## src/rtl/button_conditioner_pkg.sv

```systemverilog
// Shared types and constants for the button conditioner: debounce FSM state
// encoding, button channel indices and the debounce counter width helper.
package button_conditioner_pkg;

  typedef enum logic [1:0] {
    RELEASED  = 2'b00,
    ARMING    = 2'b01,
    PRESSED   = 2'b10,
    DISARMING = 2'b11
  } btn_state_e;

  localparam int BTN_A  = 2;
  localparam int BTN_B  = 1;
  localparam int BTN_OP = 0;

  // Counter must hold DEBOUNCE_CYCLES-1; never narrower than one bit.
  function automatic int cnt_width(input int cycles);
    int w;
    w = $clog2(cycles);
    if (w < 1) begin
      w = 1;
    end else begin
      w = w;
    end
    return w;
  endfunction

endpackage

```

## src/rtl/button_conditioner_debounce_channel.sv

```systemverilog
// One button channel: two-flop synchroniser, debounce FSM with stability
// counter, registered debounced level and single-cycle press strobe.
module debounce_channel
  import button_conditioner_pkg::*;
#(
  parameter int DEBOUNCE_CYCLES = 4
) (
  input  logic clock,
  input  logic reset,
  input  logic i_button,
  output logic o_accept,
  output logic o_load_pulse,
  output logic o_btn_level
);

  localparam int            CW       = cnt_width(DEBOUNCE_CYCLES);
  localparam logic [CW-1:0] CNT_ZERO = CW'(0);
  localparam logic [CW-1:0] CNT_ONE  = CW'(1);
  localparam logic [CW-1:0] CNT_LAST = CW'(DEBOUNCE_CYCLES - 1);

  logic          sync_meta_q;
  logic          sync_q;
  btn_state_e    state_q, state_d;
  logic [CW-1:0] cnt_q, cnt_d;
  logic          level_q, level_d;
  logic          pulse_q, pulse_d;

  // Synchroniser, FSM state, counter and output registers.
  always_ff @(posedge clock) begin
    if (reset) begin
      sync_meta_q <= 1'b0;
      sync_q      <= 1'b0;
      state_q     <= RELEASED;
      cnt_q       <= CNT_ZERO;
      level_q     <= 1'b0;
      pulse_q     <= 1'b0;
    end else begin
      sync_meta_q <= i_button;
      sync_q      <= sync_meta_q;
      state_q     <= state_d;
      cnt_q       <= cnt_d;
      level_q     <= level_d;
      pulse_q     <= pulse_d;
    end
  end

  // Next-state logic; a level change is accepted only after DEBOUNCE_CYCLES
  // consecutive agreeing synchronised samples.
  always_comb begin
    state_d = state_q;
    cnt_d   = cnt_q;
    level_d = level_q;
    pulse_d = 1'b0;
    case (state_q)
      RELEASED: begin
        if (sync_q) begin
          state_d = ARMING;
          cnt_d   = CNT_ONE;
        end else begin
          cnt_d   = CNT_ZERO;
        end
      end
      ARMING: begin
        if (!sync_q) begin
          state_d = RELEASED;
          cnt_d   = CNT_ZERO;
        end else if (cnt_q == CNT_LAST) begin
          state_d = PRESSED;
          cnt_d   = CNT_ZERO;
          level_d = 1'b1;
          pulse_d = 1'b1;
        end else begin
          cnt_d   = cnt_q + CNT_ONE;
        end
      end
      PRESSED: begin
        if (!sync_q) begin
          state_d = DISARMING;
          cnt_d   = CNT_ONE;
        end else begin
          cnt_d   = CNT_ZERO;
        end
      end
      DISARMING: begin
        if (sync_q) begin
          state_d = PRESSED;
          cnt_d   = CNT_ZERO;
        end else if (cnt_q == CNT_LAST) begin
          state_d = RELEASED;
          cnt_d   = CNT_ZERO;
          level_d = 1'b0;
        end else begin
          cnt_d   = cnt_q + CNT_ONE;
        end
      end
      default: begin
        state_d = RELEASED;
        cnt_d   = CNT_ZERO;
        level_d = 1'b0;
      end
    endcase
  end

  // o_accept is the pre-register strobe so the top can snapshot on the same edge.
  assign o_accept     = pulse_d;
  assign o_load_pulse = pulse_q;
  assign o_btn_level  = level_q;

endmodule

```

## src/rtl/button_conditioner.sv

```systemverilog
// Input stage for the ALU top: debounced per-button load strobes plus a
// synchronised switch snapshot captured on the edge any strobe fires.
module button_conditioner
  import button_conditioner_pkg::*;
#(
  parameter int N_BUTTONS       = 3,
  parameter int DATA_WIDTH      = 6,
  parameter int DEBOUNCE_CYCLES = 4
) (
  input  logic                  clock,
  input  logic                  reset,
  input  logic [N_BUTTONS-1:0]  i_buttons,
  input  logic [DATA_WIDTH-1:0] i_SWs,
  output logic [N_BUTTONS-1:0]  o_load_pulse,
  output logic [N_BUTTONS-1:0]  o_btn_level,
  output logic [DATA_WIDTH-1:0] o_data
);

  logic [N_BUTTONS-1:0]  accept_s;
  logic [DATA_WIDTH-1:0] sw_meta_q;
  logic [DATA_WIDTH-1:0] sw_sync_q;
  logic [DATA_WIDTH-1:0] data_q, data_d;

  for (genvar g = 0; g < N_BUTTONS; g++) begin : g_chan
    debounce_channel #(
      .DEBOUNCE_CYCLES(DEBOUNCE_CYCLES)
    ) u_chan (
      .clock        (clock),
      .reset        (reset),
      .i_button     (i_buttons[g]),
      .o_accept     (accept_s[g]),
      .o_load_pulse (o_load_pulse[g]),
      .o_btn_level  (o_btn_level[g])
    );
  end

  // Switch synchroniser and snapshot register.
  always_ff @(posedge clock) begin
    if (reset) begin
      sw_meta_q <= {DATA_WIDTH{1'b0}};
      sw_sync_q <= {DATA_WIDTH{1'b0}};
      data_q    <= {DATA_WIDTH{1'b0}};
    end else begin
      sw_meta_q <= i_SWs;
      sw_sync_q <= sw_meta_q;
      data_q    <= data_d;
    end
  end

  // Simultaneous strobes share one snapshot; priority is left downstream.
  always_comb begin
    data_d = data_q;
    if (|accept_s) begin
      data_d = sw_sync_q;
    end else begin
      data_d = data_q;
    end
  end

  assign o_data = data_q;

endmodule

```

## config.mk

```make
export PLATFORM = sky130hd
export DESIGN_NAME = button_conditioner
export DESIGN_NICKNAME = d
export VERILOG_FILES = /design/src/rtl/button_conditioner_pkg.sv /design/src/rtl/button_conditioner_debounce_channel.sv /design/src/rtl/button_conditioner.sv
export SDC_FILE = /design/constraint.sdc
export NUM_CORES = 1
export LEC_CHECK = 0
export BUFFER_PORTS_ARGS = -buffer_cell sky130_fd_sc_hd__buf_4
export CORE_UTILIZATION = 35
export CTS_CLUSTER_SIZE = 40
export DETAILED_ROUTE_END_ITERATION = 10
export SYNTH_ARGS = -nofsm -noshare
export SYNTH_HDL_FRONTEND = slang
export SYNTH_SLANG_ARGS = --single-unit
```

## constraint.sdc

```tcl
create_clock -name clock -period 1.2 [get_ports clock]
set_input_delay 0 -clock clock [delete_from_list [all_inputs] [get_ports clock]]
set_output_delay 0 -clock clock [all_outputs]
set_load 0.05 [all_outputs]
```

==> flow_metrics.tcl <==
set metrics [dict create \
    post-route-min-period_ns 1.183 \
    core_mm2 0.004000 \
    place_area_mm2 0.001680 \
    syn-instance-count 140 \
    finalSetupViolations 0 \
    synth_seq_cells 42 \
    rr_worst_depth 5 \
    synth_top_family_by_area "simple AND/OR/NAND/NOR gates" \
    clock_sinks 42 \
    crit_path_max_incr_delay_ns 0.34 \
    initial_core_util 0.3666 \
    final_cell_area_mm2 0.001911 \
    grt_pass1_wl_mm 3.698 \
    yosys_warnings 0 \
    vias 976 \
    hold_path.class "in2reg" \
    drc 0 \
    fin_cells 225 \
    drtAntennaViolNets 0 \
    grt_pass1_vias 940 \
    post-route-util 0.4776 \
    yosys.area_share.simple 0.2184 \
    crit_path_max_fanout 6 \
    report.final.hold_viol_count 0 \
    r2r-start "g_chan[1].u_chan.cnt_q[0]$_SDFF_PP0_" \
    timing.critical_path.depth 5 \
    clock_path_buffers 2 \
    skew_ns 0.004232 \
    drt-pass1-iter-count 4 \
    yosys-mux-area-fraction 0.04096 \
    io_buffer_count 22 \
    cap_violations 0 \
    cts_made_buffers 5 \
    die_area_mm2 0.004453 \
    r2r_end "o_data[4]$_SDFFE_PP0P_" \
    relSlewSlack 0.7727 \
    crit_start "g_chan[1].u_chan.cnt_q[0]$_SDFF_PP0_" \
    synth_fa_ha_area_frac 0.02560 \
    synth.distinct_cells 25 \
    io_pins 23 \
    drt-initial-drc-count 18 \
    dp_hpwl_mm 1.507 \
    synth_area_mm2 0.001466 \
    synth_commonest_cells "dfxtp_1 (42), nor2b_1 (18), nand2b_1 (13)" \
    outcome "finished clean" \
    crit_chain "ha_4 > nand4b_1 > o211a_1 > buf_12 > mux2i_1" \
    drive_above_1_share 0.2686 \
    vdd_drop_max_v 0.0008395 \
    max_freq_mhz 845.4 \
    async_flop_share 0 \
    synth_nets 154 \
    synth_compound_area_frac 0.06741 \
    synth_top_cell_by_area "dfxtp_1" \
    endpoint "o_data[4]$_SDFFE_PP0P_" \
    routabilityCongestion 0.6551 \
    dieWidth_um 66.73 \
    grt_overflow 0 \
    dieHeight_um 66.73 \
    crit_required_ns 1.42 \
    place_inst 207 \
    rsz0062_at_grt "true" \
    grt_max_degree 39 \
    nets 188 \
    cp_slowest_cell "dfxtp_2" \
    clk_latency_ns 0.29 \
    n_antenna_cell 0 \
    drv_slew 0 \
    tightest_slew_ns 0.3410 \
    track_usage 0.1150 \
    cp-end-kind "register" \
    synth_top_area_share 0.5734 \
    period_share 0.9857 \
    path_class "reg2reg" \
    ys_seq_area_frac 0.5734 \
    fin_hold_ws_ns 0.1021 \
    routed_wl_mm 2.279 \
    routed_via_density 4.338 \
    cp.arrival_ns 1.41 \
    clockRootBuffer "clkbuf_8" \
    clk_pin_slew_worst_paths_ns 0.08 \
    yosysMostFrequentCell "dfxtp_1" \
    cp_num_buf_inv 1 \
    cellLeakagePower_nw 0.8035 \
    start_kind "register" \
    antenna_found_initial 0 \
    synth_area_leaders "dfxtp_1 (57%), nor2b_1 (7.7%), nand2b_1 (5.5%)" \
    avgSynthCellArea_um2 10.47 \
    synth_edf_count 0 \
    crit_family "flip-flops" \
    synthFlopType "dfxtp_1" \
    powerDensity_mw_per_mm2 1314 \
    syn2layout_area_growth_pct 30.29 \
    rrSetupSlack_ns 0.02 \
    wl_per_cell_um 10.13 \
    synth-xor-area-share 0.01792 \
    htreeDepth 2 \
    cts_tree "done" \
    rows 23 \
]
-- sequential cells by signal, summed over array words and instances, names as in the netlist, named ones only --
register                    flops
o_data                          6
sw_meta_q                       6
g_chan.u_chan.o_load_pulse      3
g_chan.u_chan.sync_meta_q       3
sw_sync_q                       6
g_chan.u_chan.state_q           3
g_chan.u_chan.sync_q            3
g_chan.u_chan.o_btn_level       3
g_chan.u_chan.cnt_q             6
-- cells in the final DEF (no fill, tap or decap), drive strengths merged --
master,synthesis,final
buf,7,29
xor2,1,1
nor2b,18,18
nand4b,2,2
clkinv,0,2
a21oi,8,8
and2,4,4
o211a,1,1
and3,2,2
clkbuf,4,5
a21o,3,3
nand3,3,3
nor2,5,5
nand2,7,7
clkinvlp,0,1
inv,3,3
ha,3,3
dfxtp,42,42
nor3,1,1
o21ai,5,5
nand2b,13,13
dlygate4sd3,0,9
mux2i,6,6
xnor2,2,2
-- per-stage QoR --
step	setup TNS (ns)	power, mW	setup WS (ns)
after global routing	-0.2682	2.643	-0.06243
final	0	2.511	0.01717
after global placement	-0.02117	1.635	-0.008678
after detailed placement	-0.1673	1.641	-0.03447
after floorplan	0	1.598	0.04185
after CTS	0	2.546	0.0008519
-- metal layers --
metal | share of wire | track usage
met5 | 0 | 0
met4 | 0.021 | 0.06915
met3 | 0.040 | 0.04623
met2 | 0.50 | 0.1982
met1 | 0.44 | 0.1147
-- layout make-up --
cell class | count | area (µm²)
repair buffers | 38 | 320.3
well taps | 50 | 62.56
clock buffers | 5 | 68.82
clock inverters | 3 | 21.27
inverters | 3 | 11.26
fillers | 365 | 2090
flip-flops and latches | 42 | 845.8
multi-input cells | 84 | 580.6
-- cell families (layout without fill, tap and decap cells) --
| logic type | Yosys count | in the layout |
|---|---|---|
| xor+xnor | 3 | 3 |
| compound gates | 17 | 17 |
| mux | 6 | 6 |
| simple gates | 55 | 55 |
| buf+inv | 14 | 49 |
| fa+ha+maj | 3 | 3 |
| flops | 42 | 42 |
-- worst min-delay path by stage --
stage | slack [ns] | cells after the start | startpoint | endpoint
after floorplan | 0.13 | 1 | i_buttons[0] | g_chan[0].u_chan.sync_meta_q$_SDFF_PP0_
after global placement | 0.21 | 2 | i_SWs[1] | sw_meta_q[1]$_SDFF_PP0_
after detailed placement | 0.21 | 2 | i_SWs[0] | sw_meta_q[0]$_SDFF_PP0_
after CTS | 0.09 | 2 | reset | sw_meta_q[2]$_SDFF_PP0_
after global routing | 0.11 | 2 | reset | g_chan[0].u_chan.sync_meta_q$_SDFF_PP0_
final | 0.10 | 2 | reset | sw_meta_q[2]$_SDFF_PP0_
-- power by group --
group | internal [mW] | switching [mW]
Sequential | 1.44 | 0.0202
Clock | 0.408 | 0.470
Combinational | 0.0936 | 0.0827
Total | 1.94 | 0.573
-- repair_timing --
item                                    4_1_cts  5_1_grt
cloned                                        0        0
resized for setup                             8        2
hold buffers                                  9        0
endpoints found under the setup margin        6        6
endpoints found under the hold margin         9        0
buffers inserted                              0        1
pin swaps                                     3        2
No activity file was read; power rests on OpenSTA's default activity.
